===== config.mk =====
export PLATFORM = sky130hd
export DESIGN_NAME = wb_interconnect_rr_arb_wdt
export DESIGN_NICKNAME = d
export VERILOG_FILES = /design/src/rtl/wb_interconnect_rr_arb_wdt.sv
export SDC_FILE = /design/constraint.sdc
export NUM_CORES = 1
export LEC_CHECK = 0
export BUFFER_PORTS_ARGS = -buffer_cell sky130_fd_sc_hd__buf_2
export CAP_MARGIN = 20
export CORE_MARGIN = 2
export CORE_UTILIZATION = 55
export CTS_CLUSTER_DIAMETER = 150
export DETAILED_ROUTE_END_ITERATION = 6
export PLACE_DENSITY_LB_ADDON = 0.2
export SKIP_CTS_REPAIR_TIMING = 1
export SLEW_MARGIN = 20
export SYNTH_ARGS = -nofsm -noshare
export SYNTH_HDL_FRONTEND = slang
export SYNTH_SLANG_ARGS = --single-unit

===== constraint.sdc =====
create_clock -name clock -period 2.13 [get_ports clock]
set_input_delay 0.426 -clock clock [delete_from_list [all_inputs] [get_ports clock]]
set_output_delay 0.426 -clock clock [all_outputs]
set_load 0.01 [all_outputs]

===== src/rtl/wb_interconnect_rr_arb_wdt.sv =====
// wb_interconnect_rr_arb_wdt: per-target round-robin arbiter with ownership lock and no-ack watchdog
module wb_interconnect_rr_arb_wdt #(
    parameter int N_REQ = 2,
    parameter int TIMEOUT = 256,
    localparam int ID_W = (N_REQ > 1) ? $clog2(N_REQ) : 1,
    localparam int CNT_W = ($clog2(TIMEOUT + 1) > 0) ? $clog2(TIMEOUT + 1) : 1
) (
    input  logic             clock,
    input  logic             reset_n,
    input  logic [N_REQ-1:0] req,
    input  logic             tack,
    input  logic             terr,
    output logic [N_REQ-1:0] gnt,
    output logic             gnt_valid,
    output logic [ID_W-1:0]  gnt_id,
    output logic             timeout,
    output logic [ID_W-1:0]  timeout_id
);
    typedef enum logic {IDLE, OWN} state_t;
    localparam logic [CNT_W-1:0] LAST = CNT_W'(TIMEOUT > 0 ? TIMEOUT - 1 : 0);
    state_t state, state_n;
    logic [N_REQ-1:0] mask, mask_n, gnt_n, elig, cand, own_oh;
    logic [ID_W-1:0] ptr, ptr_n, gnt_id_n, timeout_id_n, start, after, win, idx;
    logic [CNT_W-1:0] cnt, cnt_n;
    logic found, expire, rel, timeout_n;
    assign gnt_valid = |gnt;
    assign own_oh = N_REQ'(1) << gnt_id;
    assign after = ID_W'((int'(gnt_id) + 1) % N_REQ);
    assign elig = req & ~mask;
    assign expire = (TIMEOUT > 0) && state == OWN && req[gnt_id] && !(tack || terr) && cnt == LAST;
    assign rel = state == OWN && (!req[gnt_id] || expire);
    assign cand = (state == OWN) ? (elig & ~own_oh) : elig;
    assign start = (state == OWN) ? after : ptr;
    // first set candidate scanning upward from start with wrap; reverse loop so the nearest one wins
    always_comb begin
        found = 1'b0;
        win = '0;
        idx = '0;
        for (int i = N_REQ - 1; i >= 0; i--) begin
            idx = ID_W'((int'(start) + i) % N_REQ);
            if (cand[idx]) begin
                found = 1'b1;
                win = idx;
            end
        end
    end
    // next state: grant from idle or hand over on release, otherwise hold and run the watchdog
    always_comb begin
        state_n = state;
        gnt_n = gnt;
        gnt_id_n = gnt_id;
        ptr_n = ptr;
        cnt_n = cnt;
        timeout_n = expire;
        timeout_id_n = expire ? gnt_id : timeout_id;
        mask_n = (TIMEOUT > 0) ? ((mask & req) | (expire ? own_oh : '0)) : '0;
        if (state == IDLE || rel) begin
            ptr_n = rel ? after : ptr;
            state_n = found ? OWN : IDLE;
            gnt_n = found ? (N_REQ'(1) << win) : '0;
            gnt_id_n = found ? win : '0;
            cnt_n = '0;
        end else begin
            cnt_n = (TIMEOUT == 0 || tack || terr) ? '0 : ((cnt == '1) ? cnt : cnt + 1'b1);
        end
    end
    // state registers; reset drops any grant immediately
    always_ff @(posedge clock or negedge reset_n) begin
        if (!reset_n) begin
            state <= IDLE;
            gnt <= '0;
            gnt_id <= '0;
            ptr <= '0;
            cnt <= '0;
            mask <= '0;
            timeout <= 1'b0;
            timeout_id <= '0;
        end else begin
            state <= state_n;
            gnt <= gnt_n;
            gnt_id <= gnt_id_n;
            ptr <= ptr_n;
            cnt <= cnt_n;
            mask <= mask_n;
            timeout <= timeout_n;
            timeout_id <= timeout_id_n;
        end
    end
endmodule


==> results of run 1 <==
-- report_power, final --
group,internal (mW),switching (mW),leakage [nW]
Combinational,0.117,0.130,0.207
Sequential,0.358,0.0358,0.228
Clock,0.0727,0.0960,0.0150
Total,0.549,0.262,0.450
-- cells in the final DEF (no fill, tap or decap), drive strengths merged, types with 2 or more instances in the layout --
| cell | netlist | final |
|---|---|---|
| nand2 | 2 | 2 |
| nand4b | 2 | 2 |
| o21ai | 6 | 6 |
| dfrtp | 17 | 17 |
| xor2 | 3 | 3 |
| inv | 3 | 3 |
| o211ai | 2 | 2 |
| or3 | 4 | 4 |
| nand2b | 3 | 3 |
| clkbuf | 2 | 4 |
| nand4 | 2 | 2 |
| mux2 | 2 | 2 |
| nor2b | 4 | 4 |
| mux2i | 3 | 3 |
| nand3 | 3 | 3 |
| a21oi | 8 | 8 |
| nor2 | 10 | 10 |
| ha | 3 | 3 |
| buf | 3 | 15 |
-- routing by layer --
| layer | global-route usage (%) | routed length [um] | vias up |
|---|---|---|---|
| li1 | - | - | 353 |
| met4 | 7.06 | 12 | 0 |
| met5 | 0 | 0 | - |
| met1 | 31.6 | 841 | 335 |
| met3 | 3.60 | 64 | 2 |
| met2 | 30.3 | 749 | 18 |
-- cell type report --
type / instances / share of cell area [%]
Clock buffer: 4 / 2.53
Inverter: 3 / 1.08
Multi-Input combinational cell: 66 / 45.3
Sequential cell: 17 / 41.0
Tap cell: 16 / 1.93
Timing Repair Buffer: 15 / 8.19
-- critical path, delay by kind of cell (launching register included) --
| family | cells | cell delay, ns |
|---|---|---|
| and+or+nand+nor | 3 | 0.71 |
| muxes | 1 | 0.29 |
| buffers and inverters | 1 | 0.21 |
| AOI/OAI and AO/OA | 1 | 0.10 |
| DFF | 1 | 0.41 |
| adders and majority gates | 1 | 0.20 |
-- through the flow --
step                      utilization, %  total power [mW]
final                               67.4             0.810
after global routing                67.4             0.865
after CTS                           67.0             0.816
after detailed placement            65.3             0.645
after global placement              65.3             0.638
after floorplan                        -             0.574
-- final timing paths --
kind                               from  endpoint  slack [ns]  depth (start not counted)
worst min-delay path            reset_n    gnt_id        0.04                          1
max in group asynchronous       reset_n    cnt[8]        1.82                          1
worst max-delay path             cnt[3]       ptr        0.11                          7
worst max register to register   cnt[3]       ptr        0.11                          7
min in group clock               req[0]   mask[0]        0.42                          2
worst min register to register  mask[0]   mask[0]        0.52                          2
-- sequential cells by signal, summed over array words and instances (netlist names) --
name	cells
cnt	9
gnt	1
gnt_id	1
mask	2
ptr	1
state	1
timeout	1
timeout_id	1
-- kinds of logic (layout without fill, tap and decap cells) --
family | Yosys count | count (layout)
flip-flops | 17 | 17
AO/OA/AOI/OAI | 19 | 19
multiplexers | 5 | 5
XOR/XNOR | 3 | 3
adder cells (fa/ha/maj) | 3 | 3
buffers and inverters | 8 | 22
AND/OR/NAND/NOR | 36 | 36
==> flow_summary.yaml, run 1 <==
clock_tree:
  h-tree-depth: 1
  clock_latency_ns: 0.28
  clockRootBuffer: "clkbuf_4"
  cts_tree: "yes"
  cts_made_buffers: 3
  clock_path_buffers: 2
  clk_pin_slew_ns: 0.10
  clock_sinks: 17
logic_synthesis:
  synthMuxAreaShare_pct: 5.64
  yosysTopAreaCellShare_pct: 45.6
  syn_nets: 100
  seq_area_frac_synth_pct: 45.6
  synthCells: 91
  synthArstFlopShare_pct: 100
  synthTopCellsByCount: "17 x dfrtp_1, 6 x o21ai_0, 5 x nor2_1, 5 x nor2_2"
  synth.avg_cell_area_um2: 10.2
  syn_area_um2: 932
  synth.most_common_cell: "dfrtp_1"
  synth_top_family_by_area: "simple AND/OR/NAND/NOR gates"
  ys.flop_type: "dfrtp_1"
  synth-simple-area-share_pct: 23.8
  ys_ff_latch: 17
  synth-compound-area-share_pct: 13.6
  synthXorXnorAreaFrac_pct: 2.82
  synth_top_cell_by_area: "dfrtp_1"
  yosys.area_share.adder_pct: 4.03
  yosys_warnings: 0
  synth_area_leaders: "dfrtp_1 46%, ha_1 4.0%, a21oi_2 3.8%"
  synthDistinctLibCells: 31
  synth_edf_count: 0
timing:
  setup_slack_ns: 0.111
  max_freq_mhz: 495
  final.period_utilization_pct: 94.8
  finalSetupViolations: 0
  hold_violations: 0
  timing.hold.ws_ns: 0.0366
  skew_ns: 0.00712
  fin_crit_ns: 2.02
  rsz0062_at_grt: "yes"
  worst_pin_slew_ns: 0.479
  max_slew_margin_pct: 67.1
  fin_setup_tns_ns: 0
  drv_slew: 0
flow_run:
  maxCapViolCount: 0
drt:
  finalWirelength_um: 1670
  avgViaCountPerCell: 5.85
  final_antenna_net_count: 0
  detailedRoute.firstIterationViolations: 14
  wire_per_inst_um: 13.8
  drc_errors: 0
  dr.pass1.iters: 4
  dr_total_vias: 708
layout:
  n_fill_cell: 133
  fin_cells: 121
  finalInstanceArea_um2: 1040
  seq_area_um2: 425
  nets: 115
  multi_input_area_um2: 470
  drive_gt1_share_pct: 30.5
  area_delta_synth_final_pct: 11.4
  diodes: 0
global_routing:
  grt_pass1_vias: 718
  grt-ovfl-total: 0
  grt_pass1_wl_um: 3130
  grt_max_degree: 18
  antenna_found_initial: 0
  track_usage_pct: 21.0
worst_setup_path:
  slowest_delay_ns: 0.41
  path_cells: "nand4_1, nor2_2, ha_1, nor4bb_1, buf_4, o21ai_0, mux2_2"
  critPathKind: "flop to flop"
  path_max_fanout: 8
  crit_required_ns: 2.31
  cp_slowest_cell: "dfrtp_1"
  critPathLaunchType: "flop"
  end_kind: "flop"
  cp.arrival_ns: 2.20
place:
  portBuffers: 11
  place.gp.congestion: 0.855
  place_inst: 117
  placedInstanceArea_um2: 1010
  hpwl_um: 1240
  pre_cts_slack_ns: 0.113
hold_path:
  hold_class: "primary input to async pin"
floorplanning:
  die_x_um: 45.2
  boundaryPins: 12
  core-area_um2: 1540
  start_util_pct: 60.5
  rows: 14
  die_area_um2: 2040
  die_h_um: 45.2
power:
  power_density_nw_per_um2: 780
  ir_drop_uv: 501
  p_leak_nw: 0.450
status:
  status: "complete, no violations"
(Power assumes the default switching activity.)
==> run 2: changes to the inputs <==
--- a/config.mk
+++ b/config.mk
@@ -11,7 +11,8 @@
 export CORE_UTILIZATION = 55
 export CTS_CLUSTER_DIAMETER = 150
 export DETAILED_ROUTE_END_ITERATION = 6
-export PLACE_DENSITY_LB_ADDON = 0.2
+export GPL_ROUTABILITY_DRIVEN = 0
+export PLACE_DENSITY = 0.8
 export SKIP_CTS_REPAIR_TIMING = 1
 export SLEW_MARGIN = 20
 export SYNTH_ARGS = -nofsm -noshare
==> run 2 against run 1 <==
Compared with the run above: sequential power about the same; combinational power up 6%; worst hold slack about the same; utilization up 1.8 points; global-route usage up 0.69 points; worst setup slack better by 0.020 ns; routed wire length up 10%; register-to-register slack better by 0.02 ns; fmax up 1.0%; sequential share of layout area down 1.1 points; clock-buffer cell count unchanged; clock skew down 0.0020 ns; critical endpoint is now cnt[5]; largest cell class unchanged.
==> flow_summary.yaml, run 2 (synthesized netlist as in run 1, its figures left out) <==
status:
  status: "complete, no violations"
global_routing:
  grt-ovfl-total: 0
  grt_pass1_vias: 717
  antenna_found_initial: 0
  track_usage_pct: 21.6
  grt_max_degree: 18
  grt_pass1_wl_um: 3190
clock_tree:
  h-tree-depth: 1
  cts_made_buffers: 3
  clk_pin_slew_ns: 0.10
  clock_path_buffers: 2
  clock_latency_ns: 0.29
  cts_tree: "yes"
  clock_sinks: 17
  clockRootBuffer: "clkbuf_4"
layout:
  diodes: 0
  finalInstanceArea_um2: 1070
  drive_gt1_share_pct: 33.3
  final_common_cell: "dfrtp_1"
  layout_common_cells: "17 x dfrtp_1, 11 x buf_2, 7 x buf_4"
  largest-register: "cnt"
  largestRegisters: "cnt: 9 flops, mask: 2 flops"
  area_delta_synth_final_pct: 14.4
  nets: 118
  largest_reg_flops: 9
drt:
  wl_met3_um: 60
  topRoutingLayerUsed: "met4"
  wl_met1_um: 877
  drc_errors: 0
  detailedRoute.firstIterationViolations: 15
  route.met2.wl_um: 890
  finalWirelength_um: 1840
  dr.pass1.iters: 4
  wire_per_inst_um: 14.9
  avgViaCountPerCell: 5.97
  final_antenna_net_count: 0
  dr_total_vias: 740
worst_setup_path:
  path_max_fanout: 9
  crit_required_ns: 2.34
  end_kind: "flop"
  cp.arrival_ns: 2.21
  r2r_cells: 7
  critPathKind: "flop to flop"
  r2r_end: "cnt[5]"
  ff2ff_setup_slack_ns: 0.13
  worstReg2RegStart: "cnt[1]"
  critPathLaunchType: "flop"
timing:
  timing.hold.ws_ns: 0.0371
  finalSetupViolations: 0
  hold_violations: 0
  max_freq_mhz: 500
  drv_slew: 0
  worst_pin_slew_ns: 0.470
  skew_ns: 0.00511
  max_slew_margin_pct: 68.7
  fin_setup_tns_ns: 0
  final.period_utilization_pct: 93.9
  fin_crit_ns: 2.00
floorplanning:
  start_util_pct: 60.5
  die_x_um: 45.2
  core-area_um2: 1540
  die_area_um2: 2040
  die_h_um: 45.2
  boundaryPins: 12
  rows: 14
place:
  portBuffers: 11
  placedInstanceArea_um2: 1010
  hpwl_um: 1290
hold_path:
  hold_class: "primary input to async pin"
power:
  p_leak_nw: 0.463
  finalPower_mw: 0.829
  ir_drop_uv: 469
  power_density_nw_per_um2: 777
flow_run:
  maxCapViolCount: 0
==> run 2: cell types whose count changed in the layout (fill, tap and decap cells not counted) <==
cell / before / now
or4b_1: 0 / 1
nor4bb_1: 1 / 0
or4b_4: 1 / 0
ha_2: 0 / 1
nor4bb_2: 0 / 1
ha_1: 3 / 2
buf_4: 4 / 7
==> run 2: layout make-up <==
type,instances,area (um2)
multi-input cells,66,475
fillers,122,475
flip-flops and latches,17,425
repair buffers,18,108
clock buffers,4,26.3
well taps,16,20.0
inverters,3,11.3
==> run 2: metal layers <==
layer  up-vias  track usage, %
met2        13            35.1
met4         0            9.41
met3         2            4.40
met5         -               0
met1       366            27.8
li1        359               -
==> run 2: worst max-delay path, stage by stage, from the launching register on <==
cell	delay, ns
dfrtp_1	0.43
ha_1	0.21
nand3_1	0.08
nor2_2	0.05
ha_2	0.18
nor2_1	0.08
or4b_1	0.69
a21oi_2	0.20
==> run 2: worst max path at each step <==
stage | from | end | slack, ns
finish | cnt[1] | cnt[5] | 0.13
global route | cnt[1] | ptr | -0.03
CTS | cnt[1] | cnt[5] | 0.10
detailed placement | cnt[1] | ptr | 0.13
global placement | cnt[1] | cnt[5] | 0.18
floorplan | cnt[0] | ptr | 0.26
==> run 2: power breakdown <==
part / switching (mW) / total, mW / internal (mW)
clock network: 0.102 / 0.175 / 0.0727
registers: 0.0331 / 0.392 / 0.359
logic: 0.139 / 0.262 / 0.123
total: 0.274 / 0.829 / 0.554
==> run 2: per-stage QoR <==
stage | util, % | setup WS [ns] | instances
after CTS | 67.5 | 0.100 | 122
final | 69.2 | 0.131 | 124
after global placement | 65.7 | 0.181 | 118
after detailed placement | 65.7 | 0.132 | 118
after floorplan | - | 0.262 | 91
after global routing | 69.2 | -0.0263 | 124
